[src/rtl/eeprom_pkg.sv]
// eeprom_pkg: shared definitions for the 24Cxx EEPROM transaction sequencer.
//   - engine command codes driven on bus_cmd
//   - FSM state enum
//   - default 7-bit device address
//   - small state classification helpers
package eeprom_pkg;

  localparam logic [1:0] CMD_START = 2'd0;
  localparam logic [1:0] CMD_WRITE = 2'd1;
  localparam logic [1:0] CMD_READ  = 2'd2;
  localparam logic [1:0] CMD_STOP  = 2'd3;

  localparam logic [6:0] DEF_DEV_ADDR = 7'b1010_000;

  typedef enum logic [3:0] {
    S_IDLE,
    S_START,
    S_DEVW,
    S_WADDR,
    S_WDATA,
    S_RSTART,
    S_DEVR,
    S_RDATA,
    S_STOP,
    S_WAIT_WR,
    S_DONE
  } state_t;

  // States that issue exactly one engine command and then wait for bus_done.
  function automatic logic is_step(input state_t s);
    return (s inside {S_START, S_DEVW, S_WADDR, S_WDATA,
                      S_RSTART, S_DEVR, S_RDATA, S_STOP});
  endfunction

  // Step states whose command is a WRITE, i.e. where the slave ACK matters.
  function automatic logic is_write_step(input state_t s);
    return (s inside {S_DEVW, S_WADDR, S_WDATA, S_DEVR});
  endfunction

endpackage

[src/rtl/eeprom_wait_timer.sv]
// eeprom_wait_timer: down-counter that times the EEPROM internal write cycle.
// Ports:
//   sclk, srst_n  clock / async active-low reset
//   start         load the counter with 'load' and begin counting
//   load          initial count (wait length minus one)
//   expired       high in the final cycle of the wait (count reached 0)
module eeprom_wait_timer #(
  parameter int CNT_W = 8
) (
  input  logic             sclk,
  input  logic             srst_n,
  input  logic             start,
  input  logic [CNT_W-1:0] load,
  output logic             expired
);

  logic [CNT_W-1:0] count;
  logic             active;

  always_ff @(posedge sclk or negedge srst_n) begin
    if (!srst_n) begin
      count  <= '0;
      active <= 1'b0;
    end else if (start) begin
      count  <= load;
      active <= 1'b1;
    end else if (active) begin
      if (count == '0) active <= 1'b0;
      else             count  <= count - 1'b1;
    end
  end

  // A load of N gives N+1 cycles of 'active'; expired marks the last one.
  assign expired = active && (count == '0);

endmodule

[src/rtl/eeprom_ctrl.sv]
// eeprom_ctrl: single-byte write / random-read sequencer for a 24Cxx EEPROM,
// driving a byte-level I2C engine with START / WRITE / READ / STOP commands.
// Ports:
//   sclk, srst_n      clock / async active-low reset
//   wr_req, rd_req    one-cycle requests (both together = write then read-back)
//   addr, wdata       word address / write data, sampled at acceptance
//   busy              transaction in progress
//   done, err         one-cycle completion pulse; err=1 if a slave NACK was seen
//   rdata             last byte read, held until the next read completes
//   bus_cmd, bus_go   engine command and its one-cycle strobe
//   bus_tx, bus_nack  byte for WRITE / master ACK bit for READ
//   bus_done          engine command-finished pulse
//   bus_ack           slave ACK of the last WRITE (0 = ACK)
//   bus_rx            byte received by READ, valid with bus_done
module eeprom_ctrl
  import eeprom_pkg::*;
#(
  parameter logic [6:0]  DEV_ADDR = DEF_DEV_ADDR,
  parameter int unsigned WR_WAIT  = 250000
) (
  input  logic       sclk,
  input  logic       srst_n,
  input  logic       wr_req,
  input  logic       rd_req,
  input  logic [7:0] addr,
  input  logic [7:0] wdata,
  output logic       busy,
  output logic       done,
  output logic       err,
  output logic [7:0] rdata,
  output logic [1:0] bus_cmd,
  output logic       bus_go,
  output logic [7:0] bus_tx,
  output logic       bus_nack,
  input  logic       bus_done,
  input  logic       bus_ack,
  input  logic [7:0] bus_rx
);

  localparam int CNT_W = (WR_WAIT > 1) ? $clog2(WR_WAIT) : 1;
  localparam logic [CNT_W-1:0] WAIT_LOAD =
    (WR_WAIT > 0) ? CNT_W'(WR_WAIT - 1) : '0;

  state_t     state, state_next;
  logic       cmd_sent;     // command of the current step state already strobed
  logic       op_rd;        // current transaction is a read
  logic       pending;      // read-back queued behind the running write
  logic       err_q;        // sticky NACK flag for the running transaction
  logic [7:0] addr_q;
  logic [7:0] wdata_q;

  logic       step_done;
  logic       go_next;
  logic       accept;
  logic       launch_pending;
  logic       nack_seen;
  logic       wait_start;
  logic       wait_expired;
  logic [1:0] cmd_d;
  logic [7:0] tx_d;
  logic       nack_d;

  // bus_done only counts once this state's command has actually gone out.
  assign step_done      = bus_done && cmd_sent && is_step(state);
  assign accept         = (state == S_IDLE) && (wr_req || rd_req);
  assign launch_pending = (state == S_DONE) && pending && !err_q;
  assign nack_seen      = step_done && bus_ack && is_write_step(state);
  assign wait_start     = (state == S_STOP) && (state_next == S_WAIT_WR);

  eeprom_wait_timer #(.CNT_W(CNT_W)) u_wait_timer (
    .sclk    (sclk),
    .srst_n  (srst_n),
    .start   (wait_start),
    .load    (WAIT_LOAD),
    .expired (wait_expired)
  );

  // ---------------------------------------------------------------- state reg
  always_ff @(posedge sclk or negedge srst_n) begin
    // NOTE: sequential state is assigned with <= so every register samples
    // the pre-edge values; blocking here would create order-dependent races.
    if (!srst_n) state <= S_IDLE;
    else         state <= state_next;
  end

  // ---------------------------------------------------------- next-state comb
  always_comb begin
    // NOTE: default assignment first, so no path leaves state_next unassigned
    // and no latch is inferred.
    state_next = state;
    unique case (state)
      S_IDLE:    if (wr_req || rd_req) state_next = S_START;
      S_START:   if (step_done) state_next = S_DEVW;
      S_DEVW:    if (step_done) state_next = bus_ack ? S_STOP : S_WADDR;
      S_WADDR:   if (step_done) state_next = bus_ack ? S_STOP
                                            : (op_rd ? S_RSTART : S_WDATA);
      S_WDATA:   if (step_done) state_next = S_STOP;
      S_RSTART:  if (step_done) state_next = S_DEVR;
      S_DEVR:    if (step_done) state_next = bus_ack ? S_STOP : S_RDATA;
      S_RDATA:   if (step_done) state_next = S_STOP;
      // Reads, failed writes and a zero wait skip the write-cycle delay.
      S_STOP:    if (step_done) state_next = (op_rd || err_q || WR_WAIT == 0)
                                            ? S_DONE : S_WAIT_WR;
      S_WAIT_WR: if (wait_expired) state_next = S_DONE;
      S_DONE:    state_next = launch_pending ? S_START : S_IDLE;
      default:   state_next = S_IDLE;
    endcase
  end

  // -------------------------------------------------------------- output comb
  always_comb begin
    cmd_d  = CMD_START;
    tx_d   = 8'h00;
    nack_d = 1'b0;
    unique case (state)
      S_DEVW:  begin cmd_d = CMD_WRITE; tx_d = {DEV_ADDR, 1'b0}; end
      S_WADDR: begin cmd_d = CMD_WRITE; tx_d = addr_q;           end
      S_WDATA: begin cmd_d = CMD_WRITE; tx_d = wdata_q;          end
      S_DEVR:  begin cmd_d = CMD_WRITE; tx_d = {DEV_ADDR, 1'b1}; end
      S_RDATA: begin cmd_d = CMD_READ;  nack_d = 1'b1;           end
      S_STOP:  cmd_d = CMD_STOP;
      default: ;
    endcase
    go_next = is_step(state) && !cmd_sent;
    busy    = (state != S_IDLE) && (state != S_DONE);
    done    = (state == S_DONE);
    err     = (state == S_DONE) && err_q;
  end

  // ------------------------------------------------- command and data registers
  always_ff @(posedge sclk or negedge srst_n) begin
    if (!srst_n) begin
      bus_go   <= 1'b0;
      bus_cmd  <= CMD_START;
      bus_tx   <= 8'h00;
      bus_nack <= 1'b0;
      cmd_sent <= 1'b0;
      op_rd    <= 1'b0;
      pending  <= 1'b0;
      err_q    <= 1'b0;
      addr_q   <= 8'h00;
      wdata_q  <= 8'h00;
      rdata    <= 8'h00;
    end else begin
      // Command fields are loaded with the strobe and then held until the
      // next strobe, so they stay stable for the engine's whole operation.
      bus_go <= go_next;
      if (go_next) begin
        bus_cmd  <= cmd_d;
        bus_tx   <= tx_d;
        bus_nack <= nack_d;
      end
      cmd_sent <= (state_next != state) ? 1'b0 : (cmd_sent || go_next);

      if (accept) begin
        addr_q  <= addr;
        wdata_q <= wdata;
        op_rd   <= rd_req && !wr_req;
        pending <= wr_req && rd_req;
        err_q   <= 1'b0;
      end else if (launch_pending) begin
        op_rd   <= 1'b1;
        pending <= 1'b0;
        err_q   <= 1'b0;
      end else if (state == S_DONE) begin
        pending <= 1'b0;   // write NACKed: the queued read-back is dropped
      end

      if (nack_seen) err_q <= 1'b1;
      if (state == S_RDATA && step_done) rdata <= bus_rx;
    end
  end

endmodule

[config.mk]
export PLATFORM = sky130hd
export DESIGN_NAME = eeprom_ctrl
export DESIGN_NICKNAME = d
export VERILOG_FILES = /design/src/rtl/eeprom_pkg.sv /design/src/rtl/eeprom_wait_timer.sv /design/src/rtl/eeprom_ctrl.sv
export SDC_FILE = /design/constraint.sdc
export NUM_CORES = 1
export LEC_CHECK = 0
export ABC_AREA = 1
export ABC_CLOCK_PERIOD_IN_PS = 2830
export BUFFER_PORTS_ARGS = -buffer_cell sky130_fd_sc_hd__buf_2
export CORE_MARGIN = 10
export CORE_UTILIZATION = 35
export DETAILED_ROUTE_END_ITERATION = 12
export PLACE_DENSITY = 0.64
export SLEW_MARGIN = 20
export SYNTH_ARGS = -nofsm -noshare
export SYNTH_HDL_FRONTEND = slang
export SYNTH_SLANG_ARGS = --single-unit
[constraint.sdc]
create_clock -name sclk -period 2.83 [get_ports sclk]
set_clock_uncertainty 0.2 [all_clocks]
set_input_delay 0.283 -clock sclk [delete_from_list [all_inputs] [get_ports sclk]]
set_output_delay 0.283 -clock sclk [all_outputs]
set_load 0.01 [all_outputs]
* Word-level counts from Yosys, hierarchy flattened
Index checks and enable logic that the tools add are counted.
** Storage, ports and cells
- Register bits after elaboration :: 63
- Bits of input ports :: 30
- Output and inout port bits :: 23
- Logic and storage cells :: 96
** Operators by class
- $add $sub $neg :: 1
- Equality and inequality tests :: 14
- Mux-type cells :: 34
- Reductions and logical operators :: 33
** Operators with widths (number)
- $mux W18 :: 3
- $mux W4 :: 12
- $pmux W4 S10 :: 1
- $pmux W8 S4 :: 1
- $logic_not A18 Y1 :: 1
- $sub A18 B1 Y18 const B :: 1
- $eq A4 B3 Y1 const B :: 4
- $eq A4 B4 Y1 const B :: 4
- $logic_and A1 B1 Y1 :: 15
- $mux W1 :: 15
- $eq A4 B2 Y1 const B :: 2
- $reduce_bool A4 Y1 :: 2
- $reduce_bool A8 Y1 :: 1
- $pmux W2 S3 :: 1
- $reduce_bool A3 Y1 :: 2
- $eq A4 B1 Y1 const B :: 1
- $logic_not A4 Y1 :: 1
- $ne A4 B4 Y1 :: 1
- $ne A4 B4 Y1 const B :: 1
- $reduce_bool A2 Y1 :: 2
- $reduce_or A4 Y1 :: 1
- $logic_not A1 Y1 :: 3
- $logic_or A1 B1 Y1 :: 3
- $mux W2 :: 1
- other kinds (3) :: 3

* Longest topological paths before layout
- Depth in word-level cells :: 9
- Depth in mapped cells :: 14
- Depth with buffers taken out :: 14

* Cells and area by module
A second synthesis with hierarchy kept.
** Unflattened totals
- Cell total of the unflattened synthesis :: 492
- Area, all modules :: 3579.7 sq um
** Modules (own cells, without submodules)
- eeprom_ctrl :: instances 1, cells an instance 271, area an instance 2175.8 sq um, sequential area each 1101.1 sq um
- eeprom_wait_timer :: instances 1, cells an instance 221, area an instance 1403.8 sq um, sequential area each 475.5 sq um

* Worst setup path after synthesis
Ideal clock, no wire load.
- Kind :: reg2reg
- Start :: reg state[0]
- End :: reg rdata[0]
- Setup time :: 125 ps
- Arrival :: 1481 ps
- Required time :: 2505 ps
- Path slack :: 1025 ps
- Cell stages (with the launch flop) :: 10
- Buffers on the path :: 1
- Clock period less this slack :: 1805 ps
- Cell sequence :: dfrtp_1 buf_6 nor2_4 nand2_2 nand2_2 nand2_4 nand2_4 inv_2 nand2_2 mux2_2
** Between the ends
- Longest elaborated chain between the ends :: 4
- Elaborated cells between the ends (all ways) :: 11
- Those cells by class :: 8 x eq/ne; 3 x reduce/logical
** Ends and longest elaborated chain
- from (decl) :: line eeprom_ctrl.sv:44 : state_t state, state_next;
- from (signal assigned) :: line eeprom_ctrl.sv:83 : else state <= state_next;
- $eq A4 B1 Y1 (tied with other cells) :: line eeprom_pkg.sv:31 : return (s inside {S_START, S_DEVW, S_WADDR, S_WDATA,
- $reduce_bool A8 Y1 :: line eeprom_pkg.sv:31
- $logic_and A1 B1 Y1 :: line eeprom_ctrl.sv:64 : assign step_done = bus_done && cmd_sent && is_step(state);
- $logic_and A1 B1 Y1 (*) :: line eeprom_ctrl.sv:170 : if (state == S_RDATA && step_done) rdata <= bus_rx;
- to (signal assigned) :: line eeprom_ctrl.sv:170
- to (decl) :: line eeprom_ctrl.sv:30 : output logic [7:0] rdata,
Every way passes the cells marked *; elsewhere a longest branch is shown, timed or not.
A chain may end at the register's enable or synchronous reset.

* Final worst setup path
- Start :: reg state[0]
- End :: reg pending
** Between the ends
- Longest elaborated chain between the ends :: 5
- Elaborated cells between the ends (all ways) :: 8
- Those cells by class :: 1 x eq/ne; 2 x mux; 5 x reduce/logical
** Ends and longest elaborated chain
- $eq A4 B4 Y1 :: line eeprom_ctrl.sv:66, eeprom_ctrl.sv:165
- $logic_and A1 B1 Y1 (2 in series) :: line eeprom_ctrl.sv:66 : assign launch_pending = (state == S_DONE) && pending && !err_q;
- $mux W1 :: line eeprom_ctrl.sv:161 : end else if (launch_pending) begin
- $mux W1 :: line eeprom_ctrl.sv:155 : if (accept) begin
- to (signal assigned) :: line eeprom_ctrl.sv:159 : pending <= wr_req && rd_req;
- to (decl) :: line eeprom_ctrl.sv:47 : logic pending;
Several ways; a longest one is shown, not always the timed one.

==> impl_metrics.tcl <==
set metrics [dict create \
    grtUsageMet2_pct 21.33 \
    std_cell_rows 35 \
    pwr-share-comb_pct 39.2 \
    min_path_cells 3 \
    rsz0062_at_grt "false" \
    ys.flop_type "dfrtp_1" \
    startpoint_type "flop" \
    syn_nets 429 \
    min-delay-start "rd_req" \
    rrSetupSlack_ns 0.51 \
    use_met3_pct 3.721 \
    area_growth_syn_to_layout_pct 24.74 \
    start_util_pct 35.80 \
    hold_violations 0 \
    p_int_mw 2.136 \
    antenna_found_initial 0 \
    fmax_mhz 430.5 \
    cts_resized 0 \
    hold_path.class "in2reg" \
    wl_mm 8.075 \
    coreArea_mm2 0.009196 \
    grt_pass1_wl_mm 14.29 \
    gr-max-usage-layer "met2" \
    synth_top_area_share_pct 47.89 \
    wl_per_cell_um 13.57 \
    syn_avg_cell_area_um2 8.292 \
    crit_arrival_ns 2.36 \
    clk_pin_slew_ns 0.08 \
    grt_max_degree 38 \
    clkPwrFrac_pct 21.9 \
    gp_congestion 0.9438 \
    hold_end "pending$_DFFE_PN0P_" \
    drt-initial-drc-count 153 \
    worst-setup-path-type "reg2reg" \
    yosys.area.top_type "dfrtp_1" \
    placed_cell_area_mm2 0.003652 \
    fin_setup_tns_ns 0 \
    final.period_utilization_pct 82.07 \
    dp_hpwl_mm 5.863 \
    critPathMaxFanout 19 \
    synth-edff-count 0 \
    setup_viol 0 \
    r2r_start "state[0]$_DFF_PN0_" \
    cts_buffers 9 \
    viasPerCell 4.790 \
    grt_pass1_vias 2962 \
    worst_path_max_delay_cell "clkinv_1" \
    slew_headroom_pct 56.10 \
    first_pass_iters 5 \
    clockRootBuffer "clkbuf_8" \
    netlist_top_cells_area "dfrtp_1 (48%), nand2_1 (14%), nor2_1 (5.5%), nand3_1 (3.2%), inv_1 (3.1%)" \
    cp.required_ns 2.87 \
    dieHeight_um 117.0 \
    slew_viol_final 0 \
    drc_errors 0 \
    die_w_um 117.0 \
    fin_util_pct 44.65 \
    cts_tree "done" \
    ys_ff_latch 63 \
    io_pins 53 \
    globalRouteTotalUtil_pct 12.95 \
    n_antenna_cell 0 \
    maxCapViolCount 0 \
    power_switching_share_pct 42.39 \
    p_leak_nw 2.124 \
    clkSinkCount 63 \
    num_vias 2850 \
    synth_cell_type_count 42 \
    cts_max_path_buffers 2 \
    yosys_warnings 0 \
    p_total_mw 3.707 \
    period_minus_slack_ns 2.323 \
    io_buffers 52 \
    cts_setup_buffers 0 \
    ff2ff_path_depth 6 \
    seqPwrFrac_pct 39.0 \
    tightestPinTransition_ns 0.6584 \
    outcome "complete, no violations" \
    worstReg2RegEnd "pending$_DFFE_PN0P_" \
    ys_seq_area_share_pct 47.89 \
    worstSetupEndpointType "flop" \
    antenna_left 0 \
    clk_latency_ns 0.34 \
    dieArea_mm2 0.01368 \
    syn-cell-area_mm2 0.003292 \
    cts_max_level 3 \
    gr-usage-met1_pct 15.98 \
    fin_cells 595 \
    p_per_area_mw_per_mm2 902.8 \
    peakVddDrop_mv 0.4086 \
    fin_area_mm2 0.004106 \
    crit_chain "nor2_4 -> nand2_2 -> inv_2 -> o21ai_4 -> clkinv_1 -> o21ai_0" \
    nets 511 \
    ys_async_sr_fraction_pct 100.0 \
    power_switching_mw 1.571 \
    dpl.cell_count 554 \
    grt_overflow 0 \
    synth_cells 397 \
    drive_gt1_share_pct 23.97 \
    critPathMaxStageDelay_ns 0.60 \
]
layout by cell type (no fill, tap or decap), drive strengths merged, types with 4 or more instances in the layout:
master / netlist / final
nand4: 8 / 8
nand2: 130 / 130
clkinv: 2 / 4
nand3: 23 / 23
dfrtp: 63 / 63
xor2: 7 / 7
inv: 40 / 42
clkbuf: 1 / 9
mux2: 8 / 8
dlygate4sd3: 0 / 25
nor3: 5 / 5
a21oi: 7 / 7
buf: 6 / 53
a22o: 4 / 4
o21ai: 16 / 16
nor2: 56 / 56
how the worst max path moves through the flow:
| stage | from | to | slack [ns] | depth (start not counted) |
|---|---|---|---|---|
| 2_1_floorplan | state[0]$_DFF_PN0_ | rdata[0]$_DFFE_PN0P_ | 1.02 | 9 |
| 3_3_place_gp | state[0]$_DFF_PN0_ | pending$_DFFE_PN0P_ | 0.56 | 6 |
| 3_5_place_dp | state[0]$_DFF_PN0_ | pending$_DFFE_PN0P_ | 0.52 | 6 |
| 4_1_cts | state[0]$_DFF_PN0_ | pending$_DFFE_PN0P_ | 0.51 | 6 |
| 5_1_grt | u_wait_timer.count[1]$_DFFE_PN0P_ | u_wait_timer.count[16]$_DFFE_PN0P_ | 0.22 | 11 |
| 6_report | state[0]$_DFF_PN0_ | pending$_DFFE_PN0P_ | 0.51 | 6 |
worst max-delay path: cells and delay by family (launching register included):
kind                   cells  cell delay (ns)
AND/OR/NAND/NOR            2             0.25
buffers and inverters      2             0.67
AO/OA/AOI/OAI              2             0.54
flip-flops                 1             0.56
routing by layer:
layer,vias up,wire length (um)
li1,1438,-
met1,1306,3534
met2,92,3871
met3,14,539
met5,-,0
met4,0,129
cells in the mapped netlist (4+ instances only):
cell	count
nand2_4	5
inv_1	27
xor2_1	7
dfrtp_1	63
mux2_2	6
a22o_1	4
nor2_1	48
buf_6	4
nand3_1	21
nand2_2	6
nor2_2	5
nand2_1	119
o21ai_0	8
nor3_1	5
nand4_1	7
a21oi_1	6
o21ai_1	5
inv_2	12
power groups by stage:
stage          clock network (mW)  registers [mW]  logic, mW
6_report                    0.810            1.44       1.45
5_1_grt                     0.873            1.49       1.68
4_1_cts                     0.837            1.44       1.47
3_5_place_dp                    0            1.46       1.44
3_3_place_gp                    0            1.45       1.41
2_1_floorplan                   0            1.41       1.11
cells by family (layout without fill, tap and decap cells):
logic type / Yosys count / count (layout) / synth area share [%]
DFF: 63 / 63 / 47.89
muxes: 8 / 8 / 2.736
AOI/OAI and AO/OA: 41 / 41 / 8.742
and+or+nand+nor: 224 / 224 / 30.56
adders and majority gates: 2 / 2 / 0.7600
xor gates and xnor gates: 10 / 10 / 2.661
buffers and inverters: 49 / 136 / 6.651
flip-flops by register name, summed over array words and instances, names as in the netlist:
signal / flops
addr_q: 8
bus_cmd: 2
bus_go: 1
bus_nack: 1
bus_tx: 8
cmd_sent: 1
err_q: 1
op_rd: 1
pending: 1
rdata: 8
state: 4
u_wait_timer.active: 1
u_wait_timer.count: 18
wdata_q: 8
through the flow:
step	setup WS, ns	hold WS (ns)
2_1_floorplan	1.025	-0.2126
3_3_place_gp	0.5593	0.1524
3_5_place_dp	0.5191	0.1562
4_1_cts	0.5110	0.02006
5_1_grt	0.2220	0.04011
6_report	0.5073	0.03198
layout make-up:
| cell class | instances | area [um2] |
|---|---|---|
| Inverter | 42 | 160.2 |
| Clock inverter | 7 | 80.08 |
| Multi-Input combinational cell | 285 | 1496 |
| Timing Repair Buffer | 78 | 530.5 |
| Clock buffer | 9 | 123.9 |
| Tap cell | 111 | 138.9 |
| Fill cell | 892 | 5090 |
| Sequential cell | 63 | 1577 |
repair_timing:
action	CTS	global route
hold endpoints to repair	50	0
endpoints found under the setup margin	0	0
hold buffers	25	0
Power figures use the tool's default switching activity.
